## config.mk

```make
export PLATFORM = sky130hd
export DESIGN_NAME = dcache_writeline_burst_flat
export DESIGN_NICKNAME = d
export VERILOG_FILES = /design/src/rtl/dcache_writeline_burst_pkg.sv /design/src/rtl/dcache_writeline_burst_if.sv /design/src/rtl/dcache_writeline_burst.sv /design/src/flat_wrapper.sv
export SDC_FILE = /design/constraint.sdc
export NUM_CORES = 1
export LEC_CHECK = 0
export ABC_AREA = 1
export CORE_MARGIN = 2
export CORE_UTILIZATION = 30
export CTS_BUF_LIST = sky130_fd_sc_hd__clkbuf_2
export CTS_CLUSTER_SIZE = 24
export DETAILED_ROUTE_END_ITERATION = 8
export GPL_TIMING_DRIVEN = 1
export PLACE_DENSITY = 0.58
export SLEW_MARGIN = 20
export SYNTH_ARGS = -nofsm -noshare
export SYNTH_HDL_FRONTEND = slang
export SYNTH_SLANG_ARGS = --single-unit
```

## constraint.sdc

```tcl
create_clock -name clk -period 1.77 [get_ports clk]
set_input_delay 0.2655 -clock clk [delete_from_list [all_inputs] [get_ports clk]]
set_output_delay 0.2655 -clock clk [all_outputs]
set_load 0.05 [all_outputs]
```

## src/rtl/dcache_writeline_burst_pkg.sv

```systemverilog
// Shared constants, state encoding and word-select helper for the
// posted one-line write-back buffer.
package dcache_writeline_burst_pkg;

    localparam int BURST_BEATS = 4;
    localparam int BEAT_W      = 2;
    localparam int WORD_BITS   = 32;
    localparam int LINE_BITS   = 128;
    localparam int LADDR_BITS  = 28;

    typedef enum logic {
        ST_EMPTY = 1'b0,
        ST_DRAIN = 1'b1
    } wb_state_e;

    function automatic logic [WORD_BITS-1:0] line_word(
        input logic [LINE_BITS-1:0] line,
        input logic [BEAT_W-1:0]    beat
    );
        return line[{beat, 5'd0} +: WORD_BITS];
    endfunction

endpackage

```

## src/rtl/dcache_writeline_burst_if.sv

```systemverilog
// Cache-side writeline/snoop handshake plus the Avalon-MM burst write port.
interface dcache_writeline_burst_if;
    import dcache_writeline_burst_pkg::*;

    logic                  writeline_do;
    logic                  writeline_done;
    logic [31:0]           writeline_address;
    logic [LINE_BITS-1:0]  writeline_line;
    logic [31:0]           snoop_address;
    logic                  snoop_hit;
    logic                  empty;
    logic [29:0]           avm_address;
    logic                  avm_write;
    logic [WORD_BITS-1:0]  avm_writedata;
    logic [3:0]            avm_byteenable;
    logic [2:0]            avm_burstcount;
    logic                  avm_waitrequest;

    // Buffer side: takes the line, drives the memory port.
    modport slave (
        input  writeline_do, writeline_address, writeline_line,
               snoop_address, avm_waitrequest,
        output writeline_done, snoop_hit, empty,
               avm_address, avm_write, avm_writedata,
               avm_byteenable, avm_burstcount
    );

    // Environment side: cache control and Avalon slave.
    modport master (
        output writeline_do, writeline_address, writeline_line,
               snoop_address, avm_waitrequest,
        input  writeline_done, snoop_hit, empty,
               avm_address, avm_write, avm_writedata,
               avm_byteenable, avm_burstcount
    );

endinterface

```

## src/rtl/dcache_writeline_burst.sv

```systemverilog
// Posted one-line write-back buffer: accepts a dirty line in zero cycles when
// free and drains it as a 4-beat 32-bit Avalon burst write.
module dcache_writeline_burst
    import dcache_writeline_burst_pkg::*;
(
    input  logic                      clk,
    input  logic                      rst_n,
    dcache_writeline_burst_if.slave   bus
);

    wb_state_e               state_q, state_d;
    logic [BEAT_W-1:0]       beat_q, beat_d;
    logic [LADDR_BITS-1:0]   addr_q, addr_d;
    logic [LINE_BITS-1:0]    line_q, line_d;

    logic full;
    logic beat_accept;
    logic last_accept;
    logic accept;

    assign full        = (state_q == ST_DRAIN);
    assign beat_accept = full && !bus.avm_waitrequest;
    assign last_accept = beat_accept && (beat_q == BEAT_W'(BURST_BEATS - 1));
    // A new line may replace the draining one in the cycle its last beat goes out.
    assign accept      = bus.writeline_do && (!full || last_accept);

    always_ff @(posedge clk or negedge rst_n) begin
        if (!rst_n) begin
            state_q <= ST_EMPTY;
            beat_q  <= '0;
            addr_q  <= '0;
            line_q  <= '0;
        end else begin
            state_q <= state_d;
            beat_q  <= beat_d;
            addr_q  <= addr_d;
            line_q  <= line_d;
        end
    end

    always_comb begin
        state_d = state_q;
        beat_d  = beat_q;
        addr_d  = addr_q;
        line_d  = line_q;

        case (state_q)
            ST_EMPTY: begin
                beat_d = '0;
            end
            ST_DRAIN: begin
                if (beat_accept) begin
                    beat_d = beat_q + BEAT_W'(1);
                end
                if (last_accept) begin
                    state_d = ST_EMPTY;
                    beat_d  = '0;
                end
            end
            default: begin
                state_d = ST_EMPTY;
                beat_d  = '0;
            end
        endcase

        if (accept) begin
            state_d = ST_DRAIN;
            beat_d  = '0;
            addr_d  = bus.writeline_address[31:4];
            line_d  = bus.writeline_line;
        end
    end

    assign bus.writeline_done = accept;
    assign bus.empty          = !full;
    assign bus.snoop_hit      = full && (bus.snoop_address[31:4] == addr_q);

    assign bus.avm_write      = full;
    assign bus.avm_address    = {addr_q, 2'b00};
    assign bus.avm_writedata  = line_word(line_q, beat_q);
    assign bus.avm_byteenable = 4'hF;
    assign bus.avm_burstcount = 3'(BURST_BEATS);

endmodule

```

## src/flat_wrapper.sv

```systemverilog
// flat-port wrapper written by rule: the top's interface ports become plain ports
module dcache_writeline_burst_flat import dcache_writeline_burst_pkg::*;
  (clk, rst_n, bus_writeline_do, bus_writeline_address, bus_writeline_line, bus_snoop_address, bus_avm_waitrequest, bus_writeline_done, bus_snoop_hit, bus_empty, bus_avm_address, bus_avm_write, bus_avm_writedata, bus_avm_byteenable, bus_avm_burstcount);
  dcache_writeline_burst_if bus_i ();
  input  logic clk;
  input  logic rst_n;
  input wire logic [$bits(bus_i.writeline_do)-1:0] bus_writeline_do;
  input wire logic [$bits(bus_i.writeline_address)-1:0] bus_writeline_address;
  input wire logic [$bits(bus_i.writeline_line)-1:0] bus_writeline_line;
  input wire logic [$bits(bus_i.snoop_address)-1:0] bus_snoop_address;
  input wire logic [$bits(bus_i.avm_waitrequest)-1:0] bus_avm_waitrequest;
  output wire logic [$bits(bus_i.writeline_done)-1:0] bus_writeline_done;
  output wire logic [$bits(bus_i.snoop_hit)-1:0] bus_snoop_hit;
  output wire logic [$bits(bus_i.empty)-1:0] bus_empty;
  output wire logic [$bits(bus_i.avm_address)-1:0] bus_avm_address;
  output wire logic [$bits(bus_i.avm_write)-1:0] bus_avm_write;
  output wire logic [$bits(bus_i.avm_writedata)-1:0] bus_avm_writedata;
  output wire logic [$bits(bus_i.avm_byteenable)-1:0] bus_avm_byteenable;
  output wire logic [$bits(bus_i.avm_burstcount)-1:0] bus_avm_burstcount;
  assign bus_i.writeline_do = bus_writeline_do;
  assign bus_i.writeline_address = bus_writeline_address;
  assign bus_i.writeline_line = bus_writeline_line;
  assign bus_i.snoop_address = bus_snoop_address;
  assign bus_i.avm_waitrequest = bus_avm_waitrequest;
  assign bus_writeline_done = bus_i.writeline_done;
  assign bus_snoop_hit = bus_i.snoop_hit;
  assign bus_empty = bus_i.empty;
  assign bus_avm_address = bus_i.avm_address;
  assign bus_avm_write = bus_i.avm_write;
  assign bus_avm_writedata = bus_i.avm_writedata;
  assign bus_avm_byteenable = bus_i.avm_byteenable;
  assign bus_avm_burstcount = bus_i.avm_burstcount;
  dcache_writeline_burst u_core (.clk(clk), .rst_n(rst_n), .bus(bus_i));
endmodule
```

# == Word-level counts from Yosys, hierarchy flattened ==
# Index checks and enable logic that the tools add are counted.
# word_totals
regBits,159
inputBits,196
output_inout_bits,73
elab_cells,24
# op_classes
addsub,1
eq_ne,3
shifts,1
muxes,7
bitwise_logic,1
n_reduce_logical,7
# ops
cell,count
variable part select 128 x 8 -> 32 bit,1
equality test 28 bit,1
two-way mux 2 bit,3
logical AND 1 bit,4
"inequality test 4 bit, second input constant",1
one-hot mux 2 bit (2 select lines),1
two-way mux 1 bit,3
"adder 2 x 1 -> 2 bit, second input constant",1
"equality test 2 bit, second input constant",1
zero test 1 bit,2
logical OR 1 bit,1
NOT 1 bit,1

# == Logic depth before layout (Yosys ltp) ==
# logic_depth
depth_word,6
depth_mapped,9
depth_no_buf,8

# == Worst setup path before layout ==
# OpenSTA, ideal clock, no wires.
# synth_timing
kind,reg-to-output
start,register u_core.addr_q[10]
end,output port bus_snoop_hit
t_arrival_ns,1.761
t_required_ns,1.505
slack_ns,-0.257
path_stages_with_launch,9
n_path_buf,0
cell_sequence,dfrtp_1 > inv_1 > nand2_1 > nand2_1 > nor2_1 > nand2_1 > nor2_1 > nand2_1 > nor2_1
# synth_between
elab_chain_cells,2
# synth_rtl
item,line,source
start: declaration,dcache_writeline_burst.sv:13,"logic [LADDR_BITS-1:0] addr_q, addr_d;"
start signal: assignment,dcache_writeline_burst.sv:36,addr_q <= addr_d;
equality test 28 bit,dcache_writeline_burst.sv:76,assign bus.snoop_hit = full && (bus.snoop_address[31:4] == addr_q);
logical AND 1 bit,dcache_writeline_burst.sv:76,
end: declaration,flat_wrapper.sv:13,output wire logic [$bits(bus_i.snoop_hit)-1:0] bus_snoop_hit;
# Every way passes these cells.

# == Worst setup path in the final report ==
# layout_timing
start,register u_core.beat_q[0]
end,output port bus_avm_writedata[2]
# layout_between
elab_chain_cells,1
# layout_rtl
item,line,source
start: declaration,dcache_writeline_burst.sv:12,"logic [BEAT_W-1:0] beat_q, beat_d;"
start signal: assignment,dcache_writeline_burst.sv:35,beat_q <= beat_d;
variable part select 128 x 8 -> 32 bit,dcache_writeline_burst_pkg.sv:20,"return line[{beat, 5'd0} +: WORD_BITS];"
end: declaration,flat_wrapper.sv:17,output wire logic [$bits(bus_i.avm_writedata)-1:0] bus_avm_writedata;
# Every way passes these cells.

==> run metrics <==
outcome finished with violations; violations in the final reports negative setup slack; DRC viols 0; Net Sw Power 11,600 µW; worst r2r path cells 9; YS warnings 0; initial antenna violation count 2; internal power 13,500 µW; post-route setup TNS -17,860 ps; grt ovf 0; vias per cell between 4 and 5; final setup vio count 37; period utilization 132%; CTS Sinks ~160; gr usage total between 10% and 20%; GPL Wtd Cong approximately 0.86; drt first pass iters 4; Seq pwr share approximately 26%; CTS tree yes; maximum clock frequency between 400 and 500 MHz; pwr dens just under 2000 nW/µm²; hold path startpoint bus_writeline_line[11]; Mapped Area 7640 µm²; r2r startpoint u_core.beat_q[0]$_DFFE_PN0P_; Fin. Hold Viols 0; root buffer cell clkbuf_2; first-pass GRT wire length roughly 40,000 µm; IO Pins approximately 270; switch share 46.2%; Seq/Total Area, Yosys 52.1%; max_slew headroom roughly 33%; FF+latch count, synth 159; Worst VDD drop 0.00150 V; Routed WL per cell 15.5 µm; via count around 7,700; reg2reg setup slack roughly 60 ps; Worst Path Class, Setup flip-flop to output pin; fin crit period 2330 ps; clk_skew 47.5 ps; library cells used by synthesis 23; slowest CP cell dfrtp_2; most common cell after layout, fill and taps aside nand2_1; Hold EP u_core.line_q[11]$_DFFE_PN0P_; CP Cell Sequence buf_12 > inv_16 > buf_12 > o21ai_0 > o22ai_2 > buf_12; htree depth 4; Area growth syn-to-layout 70.7%; combinational share of power between 60% and 70%; Core Area 25,100 µm²; vias in the first global route 7,692; Routed Antenna Nets 0; # rows 58; Startpoint Class flip-flop; most frequent cells in the layout nand2_1 (472), clkdlybuf4s50_1 (186), dfrtp_1 (154); Clock power frac 9.3%; IO buf count around 250; Iteration-0 DRC Markers ~320; post-detail-place hpwl approximately 16,000 µm; largest net degree at the start of global routing 58; RSZ-0062 raised after global routing true; Worst Path Max Fanout 8; Syn Area/Cell ~7.6 µm²; Critical path buffers and inverters 4; CTS Buf Count 17; actual slew at the worst max-slew pin between 1000 and 1500 ps; leak pwr between 0.006 and 0.007 µW; Worst Hold Depth 3; most used cell, CP buf_12; initial core utilization 30.4%; # nets final ~1,600; Area after DPL around 11,000 µm²; Clock Pin Slew Worst Setup and Hold Paths 220 ps; share of cells above drive strength 1 a little under a fifth; Required @ worst endpoint around 1500 ps; WL final between 20,000 and 30,000 µm; CP top delay family buffers and inverters; fin. max-slew vios 0; later-pin clock latency in the skew report slightly above 700 ps; Critical Path AT 2070 ps; setup ws final -564 ps; die width approximately 160 µm; Mapped Cells around 1,000; Clock Path Buffers 2; die area 26,800 µm²; CP max stage delay around 500 ps; die height ~160 µm; Worst Hold Class primary input to flip-flop; finished layout cell area ~13,000 µm²; maxcap violations 0; FF-to-FF End u_core.addr_q[26]$_DFFE_PN0P_; CP Capture Type output pin
## tightest hold or removal path, cell delays in order
cell             delay [ps]
clkdlybuf4s50_1         390
nand2_1                  60
nand2_1                  40
## synth_stat cells, drive strengths merged
cell    number  area (µm²)
a21oi        2        10.0
buf         49         375
clkbuf      14        52.6
conb         2        7.51
dfrtp      159        3980
ha           1        12.5
inv         54         205
nand2      511        2010
nand3        1        5.00
nor2        87         327
o211ai       1        7.51
o21ai       87         435
o22ai       32         200
or2          1        6.26
xnor2        1        8.76
## repair_timing
action                                  in CTS  in global routing
pin swaps                                    9                 28
gates cloned                                 6                  5
hold buffers                                80                 13
endpoints found under the setup margin      43                 99
gates resized for setup                     98                 60
hold endpoints to repair                   237                 13
setup buffers                               11                 11
## cell type report
class	instances	area, µm²
Tap cell	330	413
Multi-Input combinational cell	733	3370
Fill cell	2386	12100
Inverter	54	245
Clock buffer	18	90.1
Clock inverter	12	184
Sequential cell	159	3990
Timing Repair Buffer	408	4740
Timing Repair inverter	1	11.3
Antenna cell	1	2.50
## through the flow
step	setup WS [ps]	hold WS (ps)	power [µW]	instances	utilization [%]
2_1_floorplan	-43.0	-30.1	14700	1009	-
3_3_place_gp	-139	143	20600	1559	44.0
3_5_place_dp	-131	143	20700	1559	44.0
4_1_cts	-651	0.443	24600	1686	49.9
5_1_grt	-748	0.229	26700	1716	51.9
6_report	-564	79.0	25100	1716	51.9
## cells by family (layout without fill, tap and decap cells)
| group | Yosys count | in the layout | share of synthesized area (%) |
|---|---|---|---|
| AOI/OAI and AO/OA | 122 | 122 | 8.55 |
| xor gates and xnor gates | 1 | 1 | 0.115 |
| adders and majority gates | 1 | 1 | 0.164 |
| buffers and inverters | 117 | 493 | 8.29 |
| DFF | 159 | 159 | 52.1 |
| other | 2 | 10 | 0.0983 |
| and+or+nand+nor | 600 | 600 | 30.7 |
## state kept, by name (all words and copies together), names as in the netlist
signal	cells
u_core.line_q	128
u_core.beat_q	2
u_core.bus.avm_write	1
u_core.addr_q	28
## how the worst max path moves through the flow
stage | slack, ps | end | startpoint | cells past startpoint
global route | -750 | bus_snoop_hit | u_core.addr_q[9]$_DFFE_PN0P_ | 9
global placement | -140 | bus_snoop_hit | bus_snoop_address[30] | 10
finish | -560 | bus_avm_writedata[2] | u_core.beat_q[0]$_DFFE_PN0P_ | 6
CTS | -650 | bus_writeline_done | u_core.beat_q[0]$_DFFE_PN0P_ | 7
detailed placement | -130 | bus_snoop_hit | bus_snoop_address[30] | 10
floorplan | -40 | bus_snoop_hit | u_core.addr_q[10]$_DFFE_PN0P_ | 8
## power by group through the flow
stage | Clock, µW | Combinational (µW) | Sequential, µW
6_report | 2330 | 16300 | 6470
5_1_grt | 2560 | 17400 | 6680
4_1_cts | 2420 | 15700 | 6410
3_5_place_dp | 0 | 14300 | 6450
3_3_place_gp | 0 | 14200 | 6430
2_1_floorplan | 0 | 7450 | 7270
## layer usage
layer | part of all wire (%) | vias to the layer above | routed length, µm | GRT usage [%]
li1 | - | 3830 | - | -
met1 | 45 | 3621 | 12100 | 25.8
met2 | 47 | 222 | 12700 | 31.5
met3 | 6.1 | 14 | 1620 | 4.57
met4 | 1.1 | 0 | 297 | 5.02
met5 | 0 | - | 0 | 0
(Power assumes the default switching activity.)
